**src/rtl/mips_multicycle_control_if.sv**
```systemverilog
// Control/status bundle between the multi-cycle MIPS controller and its datapath.
// master = controller side, slave = datapath side.
interface mips_multicycle_control_if #(
  parameter int OP_WIDTH    = 6,
  parameter int FUNCT_WIDTH = 6
);
  logic [OP_WIDTH-1:0]    opcode;
  logic [FUNCT_WIDTH-1:0] funct;
  logic                   zero;
  logic                   mem_ready;
  logic [2:0]             alu_control;
  logic                   alu_src_a;
  logic [1:0]             alu_src_b;
  logic [1:0]             pc_src;
  logic                   pc_en;
  logic                   iord;
  logic                   mem_write;
  logic                   ir_write;
  logic                   reg_dst;
  logic                   mem_to_reg;
  logic                   reg_write;
  logic                   illegal;
  logic [3:0]             state;

  modport master (
    input  opcode, funct, zero, mem_ready,
    output alu_control, alu_src_a, alu_src_b, pc_src, pc_en, iord, mem_write,
           ir_write, reg_dst, mem_to_reg, reg_write, illegal, state
  );

  modport slave (
    output opcode, funct, zero, mem_ready,
    input  alu_control, alu_src_a, alu_src_b, pc_src, pc_en, iord, mem_write,
           ir_write, reg_dst, mem_to_reg, reg_write, illegal, state
  );
endinterface

```
**src/rtl/mips_multicycle_control.sv**
```systemverilog
// Moore FSM controller for the multi-cycle MIPS datapath.
// Optional feature: define BNE_EN to decode bne (opcode 000101) through BRANCH.
module mips_multicycle_control #(
  parameter int OP_WIDTH    = 6,
  parameter int FUNCT_WIDTH = 6
) (
  input  logic                       clk,
  input  logic                       rst,
  mips_multicycle_control_if.master  bus
);

  localparam logic [OP_WIDTH-1:0]    OP_RTYPE = 6'b000000;
  localparam logic [OP_WIDTH-1:0]    OP_LW    = 6'b100011;
  localparam logic [OP_WIDTH-1:0]    OP_SW    = 6'b101011;
  localparam logic [OP_WIDTH-1:0]    OP_BEQ   = 6'b000100;
  localparam logic [OP_WIDTH-1:0]    OP_ADDI  = 6'b001000;
  localparam logic [OP_WIDTH-1:0]    OP_J     = 6'b000010;
`ifdef BNE_EN
  localparam logic [OP_WIDTH-1:0]    OP_BNE   = 6'b000101;
`endif
  localparam logic [FUNCT_WIDTH-1:0] FN_AND   = 6'b100100;
  localparam logic [FUNCT_WIDTH-1:0] FN_OR    = 6'b100101;
  localparam logic [FUNCT_WIDTH-1:0] FN_ADD   = 6'b100000;
  localparam logic [FUNCT_WIDTH-1:0] FN_SUB   = 6'b100010;
  localparam logic [FUNCT_WIDTH-1:0] FN_MUL   = 6'b011000;
  localparam logic [FUNCT_WIDTH-1:0] FN_SLT   = 6'b101010;

  typedef enum logic [3:0] {
    S_FETCH  = 4'd0,  S_DECODE = 4'd1,  S_MEMADR = 4'd2,  S_MEMRD  = 4'd3,
    S_MEMWB  = 4'd4,  S_MEMWR  = 4'd5,  S_EXEC   = 4'd6,  S_ALUWB  = 4'd7,
    S_BRANCH = 4'd8,  S_ADDIEX = 4'd9,  S_ADDIWB = 4'd10, S_JUMP   = 4'd11
  } state_t;

  state_t     state_r;
  state_t     state_next_s;
  logic [2:0] alu_control_s;
  logic       alu_src_a_s;
  logic [1:0] alu_src_b_s;
  logic [1:0] pc_src_s;
  logic       pc_en_s;
  logic       iord_s;
  logic       mem_write_s;
  logic       ir_write_s;
  logic       reg_dst_s;
  logic       mem_to_reg_s;
  logic       reg_write_s;
  logic       illegal_s;

  // State register with synchronous active-low reset.
  always_ff @(posedge clk) begin
    if (!rst) begin
      state_r <= S_FETCH;
    end else begin
      state_r <= state_next_s;
    end
  end

  // Next-state and Moore output decode.
  always_comb begin
    state_next_s  = S_FETCH;
    alu_control_s = 3'b000;
    alu_src_a_s   = 1'b0;
    alu_src_b_s   = 2'b00;
    pc_src_s      = 2'b00;
    pc_en_s       = 1'b0;
    iord_s        = 1'b0;
    mem_write_s   = 1'b0;
    ir_write_s    = 1'b0;
    reg_dst_s     = 1'b0;
    mem_to_reg_s  = 1'b0;
    reg_write_s   = 1'b0;
    illegal_s     = 1'b0;
    case (state_r)
      S_FETCH: begin
        alu_src_b_s   = 2'b01;
        alu_control_s = 3'b010;
        ir_write_s    = bus.mem_ready;
        pc_en_s       = bus.mem_ready;
        state_next_s  = bus.mem_ready ? S_DECODE : S_FETCH;
      end
      S_DECODE: begin
        alu_src_b_s   = 2'b11;
        alu_control_s = 3'b010;
        case (bus.opcode)
          OP_LW, OP_SW: state_next_s = S_MEMADR;
          OP_RTYPE:     state_next_s = S_EXEC;
          OP_BEQ:       state_next_s = S_BRANCH;
`ifdef BNE_EN
          OP_BNE:       state_next_s = S_BRANCH;
`endif
          OP_ADDI:      state_next_s = S_ADDIEX;
          OP_J:         state_next_s = S_JUMP;
          default: begin
            illegal_s    = 1'b1;
            state_next_s = S_FETCH;
          end
        endcase
      end
      S_MEMADR: begin
        alu_src_a_s   = 1'b1;
        alu_src_b_s   = 2'b10;
        alu_control_s = 3'b010;
        state_next_s  = (bus.opcode == OP_SW) ? S_MEMWR : S_MEMRD;
      end
      S_MEMRD: begin
        iord_s       = 1'b1;
        state_next_s = bus.mem_ready ? S_MEMWB : S_MEMRD;
      end
      S_MEMWB: begin
        mem_to_reg_s = 1'b1;
        reg_write_s  = 1'b1;
        state_next_s = S_FETCH;
      end
      S_MEMWR: begin
        iord_s       = 1'b1;
        mem_write_s  = 1'b1;
        state_next_s = bus.mem_ready ? S_FETCH : S_MEMWR;
      end
      S_EXEC: begin
        alu_src_a_s  = 1'b1;
        state_next_s = S_ALUWB;
        case (bus.funct)
          FN_AND:  alu_control_s = 3'b000;
          FN_OR:   alu_control_s = 3'b001;
          FN_ADD:  alu_control_s = 3'b010;
          FN_SUB:  alu_control_s = 3'b100;
          FN_MUL:  alu_control_s = 3'b101;
          FN_SLT:  alu_control_s = 3'b110;
          default: begin
            illegal_s    = 1'b1;
            state_next_s = S_FETCH;
          end
        endcase
      end
      S_ALUWB: begin
        reg_dst_s    = 1'b1;
        reg_write_s  = 1'b1;
        state_next_s = S_FETCH;
      end
      S_BRANCH: begin
        alu_src_a_s   = 1'b1;
        alu_control_s = 3'b100;
        pc_src_s      = 2'b01;
`ifdef BNE_EN
        // The branch opcode is still held in IR, so it selects the polarity here.
        pc_en_s       = (bus.opcode == OP_BNE) ? ~bus.zero : bus.zero;
`else
        pc_en_s       = bus.zero;
`endif
        state_next_s  = S_FETCH;
      end
      S_ADDIEX: begin
        alu_src_a_s   = 1'b1;
        alu_src_b_s   = 2'b10;
        alu_control_s = 3'b010;
        state_next_s  = S_ADDIWB;
      end
      S_ADDIWB: begin
        reg_write_s  = 1'b1;
        state_next_s = S_FETCH;
      end
      S_JUMP: begin
        pc_src_s     = 2'b10;
        pc_en_s      = 1'b1;
        state_next_s = S_FETCH;
      end
      default: state_next_s = S_FETCH;
    endcase
  end

  // Reset gates every write enable so an aborted instruction leaves no partial update.
  assign bus.pc_en       = pc_en_s & rst;
  assign bus.ir_write    = ir_write_s & rst;
  assign bus.mem_write   = mem_write_s & rst;
  assign bus.reg_write   = reg_write_s & rst;
  assign bus.illegal     = illegal_s & rst;
  assign bus.alu_control = alu_control_s;
  assign bus.alu_src_a   = alu_src_a_s;
  assign bus.alu_src_b   = alu_src_b_s;
  assign bus.pc_src      = pc_src_s;
  assign bus.iord        = iord_s;
  assign bus.reg_dst     = reg_dst_s;
  assign bus.mem_to_reg  = mem_to_reg_s;
  assign bus.state       = state_r;

endmodule

```
**src/flat_wrapper.sv**
```systemverilog
// flat-port wrapper written by rule: the top's interface ports become plain ports
module mips_multicycle_control_flat 
#(
  parameter int OP_WIDTH    = 6,
  parameter int FUNCT_WIDTH = 6
)
  (clk, rst, bus_opcode, bus_funct, bus_zero, bus_mem_ready, bus_alu_control, bus_alu_src_a, bus_alu_src_b, bus_pc_src, bus_pc_en, bus_iord, bus_mem_write, bus_ir_write, bus_reg_dst, bus_mem_to_reg, bus_reg_write, bus_illegal, bus_state);
  mips_multicycle_control_if #(.OP_WIDTH(OP_WIDTH), .FUNCT_WIDTH(FUNCT_WIDTH)) bus_i ();
  input  logic clk;
  input  logic rst;
  input wire logic [$bits(bus_i.opcode)-1:0] bus_opcode;
  input wire logic [$bits(bus_i.funct)-1:0] bus_funct;
  input wire logic [$bits(bus_i.zero)-1:0] bus_zero;
  input wire logic [$bits(bus_i.mem_ready)-1:0] bus_mem_ready;
  output wire logic [$bits(bus_i.alu_control)-1:0] bus_alu_control;
  output wire logic [$bits(bus_i.alu_src_a)-1:0] bus_alu_src_a;
  output wire logic [$bits(bus_i.alu_src_b)-1:0] bus_alu_src_b;
  output wire logic [$bits(bus_i.pc_src)-1:0] bus_pc_src;
  output wire logic [$bits(bus_i.pc_en)-1:0] bus_pc_en;
  output wire logic [$bits(bus_i.iord)-1:0] bus_iord;
  output wire logic [$bits(bus_i.mem_write)-1:0] bus_mem_write;
  output wire logic [$bits(bus_i.ir_write)-1:0] bus_ir_write;
  output wire logic [$bits(bus_i.reg_dst)-1:0] bus_reg_dst;
  output wire logic [$bits(bus_i.mem_to_reg)-1:0] bus_mem_to_reg;
  output wire logic [$bits(bus_i.reg_write)-1:0] bus_reg_write;
  output wire logic [$bits(bus_i.illegal)-1:0] bus_illegal;
  output wire logic [$bits(bus_i.state)-1:0] bus_state;
  assign bus_i.opcode = bus_opcode;
  assign bus_i.funct = bus_funct;
  assign bus_i.zero = bus_zero;
  assign bus_i.mem_ready = bus_mem_ready;
  assign bus_alu_control = bus_i.alu_control;
  assign bus_alu_src_a = bus_i.alu_src_a;
  assign bus_alu_src_b = bus_i.alu_src_b;
  assign bus_pc_src = bus_i.pc_src;
  assign bus_pc_en = bus_i.pc_en;
  assign bus_iord = bus_i.iord;
  assign bus_mem_write = bus_i.mem_write;
  assign bus_ir_write = bus_i.ir_write;
  assign bus_reg_dst = bus_i.reg_dst;
  assign bus_mem_to_reg = bus_i.mem_to_reg;
  assign bus_reg_write = bus_i.reg_write;
  assign bus_illegal = bus_i.illegal;
  assign bus_state = bus_i.state;
  mips_multicycle_control #(.OP_WIDTH(OP_WIDTH), .FUNCT_WIDTH(FUNCT_WIDTH)) u_core (.clk(clk), .rst(rst), .bus(bus_i));
endmodule
```
**config.mk**
```make
export PLATFORM = sky130hd
export DESIGN_NAME = mips_multicycle_control_flat
export DESIGN_NICKNAME = d
export VERILOG_FILES = /design/src/rtl/mips_multicycle_control_if.sv /design/src/rtl/mips_multicycle_control.sv /design/src/flat_wrapper.sv
export SDC_FILE = /design/constraint.sdc
export NUM_CORES = 1
export LEC_CHECK = 0
export CAP_MARGIN = 20
export CORE_UTILIZATION = 28
export CTS_CLUSTER_DIAMETER = 30
export DETAILED_ROUTE_END_ITERATION = 10
export PLACE_DENSITY = 0.69
export SETUP_SLACK_MARGIN = 0.05
export SYNTH_ARGS = -nofsm -noshare
export SYNTH_HDL_FRONTEND = slang
export SYNTH_SLANG_ARGS = --single-unit
```
**constraint.sdc**
```tcl
create_clock -name clk -period 1.76 [get_ports clk]
set_clock_uncertainty 0.1 [all_clocks]
set_input_delay 0.176 -clock clk [delete_from_list [all_inputs] [get_ports clk]]
set_output_delay 0.176 -clock clk [all_outputs]
set_load 0.05 [all_outputs]
```
* Word level (Yosys, flattened, before mapping) *
Index checks and enable logic that the tools add are counted.

word-level totals
  register bits after elaboration = 4
  latch bits = 0
  RAM bits = 0
  memory bits (read-only) = 0
  input port bits = 16
  output and inout bits = 20
  logic and storage cells = 60
  memories kept = 0

cells by class
  add/subtract/negate cells = 0
  multiply operators = 0
  divide/modulo/power cells = 0
  order comparisons = 0
  eq/ne operators = 22
  shift operators = 0
  muxes and demuxes = 22
  bitwise gates (word level) = 5
  reduce and logical (&&, ||, !) cells = 10

operators by type and width
  kind                  number
  $eq A6 B6 Y1 const B  7
  $pmux W4 S7           1
  $pmux W4 S5           1
  $eq A4 B3 Y1 const B  4
  $eq A4 B4 Y1 const B  4
  $pmux W3 S5           1
  $mux W3               4
  $reduce_or A6 Y1      2
  $mux W1               10
  $pmux W3 S3           1
  $eq A4 B2 Y1 const B  2
  $reduce_or A4 Y1      2
  $eq A6 B2 Y1 const B  1
  $eq A6 B3 Y1 const B  1
  $eq A6 B4 Y1 const B  1
  $eq A6 B5 Y1 const B  1
  $logic_not A6 Y1      1
  $pmux W2 S3           1
  $reduce_or A2 Y1      3
  $and A1 B1 Y1         5
  $eq A4 B1 Y1 const B  1
  $logic_not A4 Y1      1
  $pmux W2 S2           1
  $pmux W1 S3           1
  2 further kinds       2

* Longest topological paths before layout *
Gate-level depths: netlist of the first run.

  depth after elaboration = 5
  gate-level depth with buffers = 5

* Worst setup path after synthesis of the first run *
OpenSTA, ideal clock, no wires.

  path kind = register to output
  start point = reg u_core.state_r[3] (netlist: u_core.bus.state[3])
  end point = out bus_alu_control[2]
  arrival time = 2,671 ps
  path slack = -1,187 ps
  cell stages (with the launch flop) = 5
  cells stage by stage = dfxtp_1 > buf_2 > nand2b_1 > nor3_1 > o21bai_1

between the ends
  word-level cells in the longest chain between the ends = 3
  elaborated cells on any way between the ends = 8
  classes of those cells = 5 x eq/ne; 1 x mux; 2 x reduce/logical

RTL lines
  element                                     line                           source
  start, declared                             mips_multicycle_control.sv:34  state_t state_r;
  start signal, assigned                      mips_multicycle_control.sv:54  state_r <= state_next_s;
  $eq A4 B2 Y1, or another cell as far along  mips_multicycle_control.sv:73  case (state_r)
  $reduce_or A4 Y1 (no line)                  n/a
  $pmux W3 S3 (*)                             mips_multicycle_control.sv:73
  end, declared                               flat_wrapper.sv:15             output wire logic [$bits(bus_i.alu_control)-1:0] bus_alu_control;

Every way passes the cells marked *; elsewhere a longest branch is shown, timed or not.

* Worst setup path after layout of the first run *
  start point = reg u_core.state_r[1] (netlist: u_core.bus.state[1])
  end point = out bus_alu_control[1]

Same word-level chain as after synthesis.

==> impl_metrics.tcl, run 1 <==
set metrics [dict create \
    netlist_instances 100 \
    dp_slack_ns -0.280 \
    final_util_pct 70.3 \
    rows 17 \
    grtUsageTotal_pct 23.2 \
    path_max_fanout 6 \
    htreeDepth 1 \
    rsz0062_at_grt "true" \
    drt_first_pass_iters 6 \
    die_h_microns 50.9 \
    min_period_ns 1.84 \
    drc_errors 0 \
    largest_reg_flops 4 \
    antenna_left 0 \
    synthToLayoutAreaGrowth_pct 135 \
    fin_crit_sh_pct 104 \
    timing.rr.start "u_core.bus.state[0]" \
    setup_viol 3 \
    pin_count 36 \
    grt_pass1_vias 993 \
    avgSynthCellArea_sq_um 6.68 \
    seq_area_frac_synth_pct 12.0 \
    port_buffers 35 \
    max_slew.worst_pin.slew_ns 0.380 \
    r2r-end "u_core.bus.state[1]" \
    ys_ff_latch 4 \
    cts_sinks 4 \
    start_kind "register" \
    fill_cells 177 \
    via_per_inst 5.50 \
    overflow 0 \
    initial_core_util_pct 29.9 \
    yosys_warnings 0 \
    dieArea_sq_mm 0.00259 \
    gp_congestion 0.818 \
    wl_mm 2.82 \
    wl_per_cell_microns 15.0 \
    worst-r2r-cell-count 4 \
    critPathKind "register to primary output" \
    status "finished, violations left" \
    ir_drop_v 0.000287 \
    clockBufferDepth 2 \
    final_nets 178 \
    synth_cell_types 39 \
    timing.critical_path.from "u_core.bus.state[1]" \
    p_leak_nw 0.650 \
    report.final.slew_viol_count 0 \
    max_freq_ghz 0.544 \
    critPathArrivalTime_ns 1.56 \
    n_antenna_cell 0 \
    grt_max_degree 16 \
    cp-endpoint "bus_alu_control[1]" \
    path_cells "nor2b_4, nand2_2, or3_4, o22ai_4, buf_12" \
    min_path_type "input port to register" \
    syn-num-nets 116 \
    finalHoldViolations 0 \
    ff2ff_setup_slack_ns 0.12 \
    root_buffer "clkbuf_4" \
    worstPathRequired_ns 1.48 \
    holdWs_ns 0.492 \
    violations "setup timing" \
    vias 1034 \
    die_w_microns 50.9 \
    drive_above_1_share_pct 53.8 \
    drv_cap 0 \
    dp_hpwl_mm 2.15 \
    antenna_found_initial 0 \
    slowest_delay_ns 0.38 \
    power_density_mw_per_mm2 273 \
    slew_headroom_pct 74.4 \
    setup_slack_ns -0.0780 \
    cp-end-kind "primary output" \
    coreArea_sq_mm 0.00223 \
    insertion_delay_ns 0.23 \
    synth_area_sq_um 668 \
    drt_iter0_drc 19 \
    cts_inserted_buffers 3 \
    clk_transition_reported_paths_ns 0.03 \
    grt_first_pass_wirelength_mm 4.59 \
    slowest_stage "dfxtp_4" \
    tritoncts "done" \
]
==> layout make-up <==
| class | count | area, sq um | area share (%) |
|---|---|---|---|
| Inverter | 3 | 11.3 | 0.718 |
| Clock buffer | 3 | 22.5 | 1.44 |
| Timing Repair Buffer | 61 | 669 | 42.7 |
| Tap cell | 28 | 35.0 | 2.23 |
| Sequential cell | 4 | 95.1 | 6.06 |
| Multi-Input combinational cell | 89 | 736 | 46.9 |
==> power by group <==
part	switching (mW)	internal, mW
sequential	0.00899	0.0887
clock	0.0312	0.0758
combinational	0.115	0.109
total	0.155	0.274
==> cell usage in the layout (no fill, tap or decap), types with 4 or more instances in the layout <==
cell type,instances
o21ai_0,4
nor2_1,4
nand2_1,5
clkbuf_2,6
dfxtp_4,4
nand3_1,4
buf_4,28
a21oi_1,4
buf_12,15
nand2b_1,5
nand3b_1,4
==> Yosys cell counts, drive strengths merged <==
cell type / number / share of area [%]
o32a: 1 / 1.5
nand2b: 6 / 5.6
nand3: 4 / 3.0
o31ai: 2 / 2.2
nor4: 2 / 1.9
nand2: 8 / 4.5
o32ai: 1 / 1.3
a21o: 1 / 1.1
or4b: 1 / 1.5
xor2: 3 / 3.9
dfxtp: 4 / 12
o21bai: 1 / 1.1
nand4bb: 1 / 1.7
nor2: 8 / 4.5
buf: 4 / 3.0
o22ai: 1 / 0.94
o31a: 1 / 1.3
o211ai: 2 / 3.0
nor2b: 5 / 4.7
mux2: 1 / 1.7
a21oi: 5 / 3.7
a211oi: 1 / 1.1
nor4bb: 1 / 1.5
nand3b: 4 / 4.5
and3: 3 / 2.8
nor3b: 1 / 1.1
o21a: 3 / 3.4
xnor2: 1 / 1.3
inv: 3 / 1.7
a21boi: 1 / 1.1
nor3: 7 / 5.2
nor4b: 1 / 1.3
nand4: 1 / 0.94
a221o: 1 / 1.5
a31oi: 3 / 2.8
or3: 1 / 0.94
o21ai: 6 / 4.5
==> cell families (layout without fill, tap and decap cells) <==
logic type	count (synthesis)	after routing	synth area share, %
buffers and inverters	7	67	4.68
muxes	1	1	1.69
xor gates and xnor gates	4	4	5.24
AOI/OAI and AO/OA	30	30	30.7
and+or+nand+nor	54	54	45.7
DFF	4	4	12.0
==> worst min path at each step <==
stage                     depth (start not counted)                 from                   to  slack (ns)
final                                             5        bus_opcode[1]  u_core.bus.state[2]        0.49
after CTS                                         2  u_core.bus.state[3]  u_core.bus.state[3]        0.57
after global routing                              5        bus_opcode[1]  u_core.bus.state[2]        0.53
after global placement                            2  u_core.bus.state[3]  u_core.bus.state[3]        0.54
after floorplan                                   1                  rst  u_core.bus.state[2]        0.21
after detailed placement                          2  u_core.bus.state[3]  u_core.bus.state[3]        0.55
==> routing by layer <==
layer  track usage, %  vias up  part of all wire [%]
met2             46.4       46                    56
met4             2.78        0                  0.53
met5                0        -                     0
li1                 -      502                     -
met1             26.5      484                    38
met3             2.38        2                   5.5
==> per-stage QoR <==
| stage | std cells | total power [mW] | setup TNS, ns | instance area [sq um] |
|---|---|---|---|---|
| after floorplan | 100 | 0.193 | -0.0326 | 811 |
| after global placement | 180 | 0.308 | -0.579 | 1460 |
| after detailed placement | 180 | 0.314 | -0.800 | 1460 |
| after CTS | 187 | 0.424 | -0.163 | 1530 |
| after global routing | 188 | 0.460 | -0.345 | 1570 |
| final | 188 | 0.429 | -0.103 | 1570 |
==> timing repair <==
| action | in CTS | in global routing |
|---|---|---|
| setup endpoints to repair | 7 | 8 |
| hold buffers | 0 | 0 |
| pin swaps | 5 | 8 |
| setup buffers | 4 | 1 |
| resized for setup | 17 | 25 |
==> critical path, delay by kind of cell (launching register included) <==
kind | cells | cell delay, ns
AND/OR/NAND/NOR | 3 | 0.60
AO/OA/AOI/OAI | 1 | 0.19
flip-flops | 1 | 0.38
buffers and inverters | 1 | 0.16
No activity file was read; power rests on OpenSTA's default activity.
==> run 2: changes to the inputs <==
Settings changed: SKIP_LAST_GASP set to 1.
==> run 2 against run 1 <==
- the run still ends with setup timing left
- worst hold slack got worse by 0.011 ns
- sequential power about the same
- die area is the same
- sequential share of layout area hardly changed
- global-route usage unchanged
- maximum frequency about the same
==> impl_metrics.tcl, run 2 (same netlist as run 1, synthesis figures left out) <==
set metrics [dict create \
    layout_commonest_cell "buf_4" \
    synthToLayoutAreaGrowth_pct 134 \
    pin_count 36 \
    min_path_type "input port to register" \
    holdWs_ns 0.480 \
    p_comb_share_pct 52.2 \
    port_buffers 35 \
    rsz0062_at_grt "true" \
    wl_mm 2.77 \
    critPathKind "register to primary output" \
    r2r-end "u_core.bus.state[1]" \
    die_h_microns 50.9 \
    root_buffer "clkbuf_4" \
    worstPathRequired_ns 1.48 \
    max_freq_ghz 0.544 \
    grt_first_pass_wirelength_mm 4.59 \
    tritoncts "done" \
    timing.rr.start "u_core.bus.state[0]" \
    fin_cells 188 \
    p_clk_share_pct 25.0 \
    report.final.slew_viol_count 0 \
    fill_cells 178 \
    insertion_delay_ns 0.23 \
    setup_viol 3 \
    max_slew.worst_pin.slew_ns 0.379 \
    start_kind "register" \
    violations "setup timing" \
    initial_core_util_pct 29.9 \
    grt_max_degree 16 \
    drt_first_pass_iters 4 \
    grtUsageTotal_pct 23.2 \
    final_util_pct 70.0 \
    largest_reg_flops 4 \
    wl_per_cell_microns 14.8 \
    timing.critical_path.from "u_core.bus.state[1]" \
    antenna_left 0 \
    drt_iter0_drc 19 \
    dp_hpwl_mm 2.15 \
    p_leak_nw 0.649 \
    sequentialPowerShare_pct 22.9 \
    dp_slack_ns -0.280 \
    gp_congestion 0.818 \
    finalHoldViolations 0 \
    placed_cell_area_sq_mm 0.00146 \
    slew_headroom_pct 74.5 \
    final_nets 178 \
    min_period_ns 1.84 \
    hp-start "bus_opcode[1]" \
    drive_above_1_share_pct 53.1 \
    fin_area_sq_mm 0.00156 \
    p_int_uw 273 \
    critPathArrivalTime_ns 1.56 \
    power_density_mw_per_mm2 273 \
    total_power_uw 427 \
    overflow 0 \
    cts_sinks 4 \
    clockBufferDepth 2 \
    ir_drop_v 0.000287 \
    worst-r2r-cell-count 4 \
    place_inst 180 \
    vias 1019 \
    htreeDepth 1 \
    clk_transition_reported_paths_ns 0.03 \
    fin_tns_setup_ns -0.128 \
    antenna_found_initial 0 \
    status "finished, violations left" \
    n_antenna_cell 0 \
    ff2ff_setup_slack_ns 0.13 \
    cts_inserted_buffers 3 \
    dieArea_sq_mm 0.00259 \
    p_switching_uw 154 \
    hold_depth 5 \
    drc_errors 0 \
    fin_crit_sh_pct 104 \
    die_w_microns 50.9 \
    via_per_inst 5.42 \
    drv_cap 0 \
    min_to "u_core.bus.state[2]" \
    cp-end-kind "primary output" \
    coreArea_sq_mm 0.00223 \
    p_sw_share_pct 36.0 \
    final_cell_mix "buf_4, buf_12, clkbuf_2" \
    path_max_fanout 6 \
    grt_pass1_vias 993 \
    setup_slack_ns -0.0785 \
    rows 17 \
]
-- run 2: how the worst max path moves through the flow --
stage | cells after the start | slack [ns] | endpoint
after floorplan | 4 | -0.02 | bus_alu_control[1]
after global placement | 7 | -0.24 | bus_illegal
after detailed placement | 7 | -0.28 | bus_illegal
after CTS | 5 | -0.07 | bus_alu_control[1]
after global routing | 5 | -0.12 | bus_alu_control[1]
final | 5 | -0.08 | bus_alu_control[1]
-- run 2: power by group through the flow --
stage	logic, mW	clock network (mW)	registers [mW]
2_1_floorplan	0.0936	0	0.0991
3_3_place_gp	0.211	0	0.0976
3_5_place_dp	0.216	0	0.0975
4_1_cts	0.216	0.111	0.0973
5_1_grt	0.238	0.122	0.0981
6_report	0.223	0.107	0.0977
-- run 2: timing repair --
item,CTS,global route
resized for setup,17,24
buffers inserted,4,1
pin swaps,5,7
hold buffers,0,0
setup endpoints to repair,7,8
-- run 2: worst max-delay path, stage by stage (launching register included) --
cell     delay [ns]
dfxtp_4        0.39
nor2b_4        0.16
nand2_2        0.07
or3_4          0.37
o22ai_4        0.19
buf_12         0.16
-- run 2: per-layer routing --
| metal | GRT usage (%) | up-vias | routed length (microns) |
|---|---|---|---|
| li1 | - | 502 | - |
| met1 | 26.5 | 476 | 1050 |
| met2 | 46.4 | 39 | 1560 |
| met3 | 2.38 | 2 | 142 |
| met4 | 2.78 | 0 | 15 |
| met5 | 0 | - | 0 |
-- run 2: area by class of cell --
class / instances / area, sq um / share of cell area [%]
Tap cell: 28 / 35.0 / 2.24
Sequential cell: 4 / 95.1 / 6.08
Clock buffer: 3 / 22.5 / 1.44
Inverter: 3 / 11.3 / 0.721
Multi-Input combinational cell: 89 / 729 / 46.7
Timing Repair Buffer: 61 / 669 / 42.8
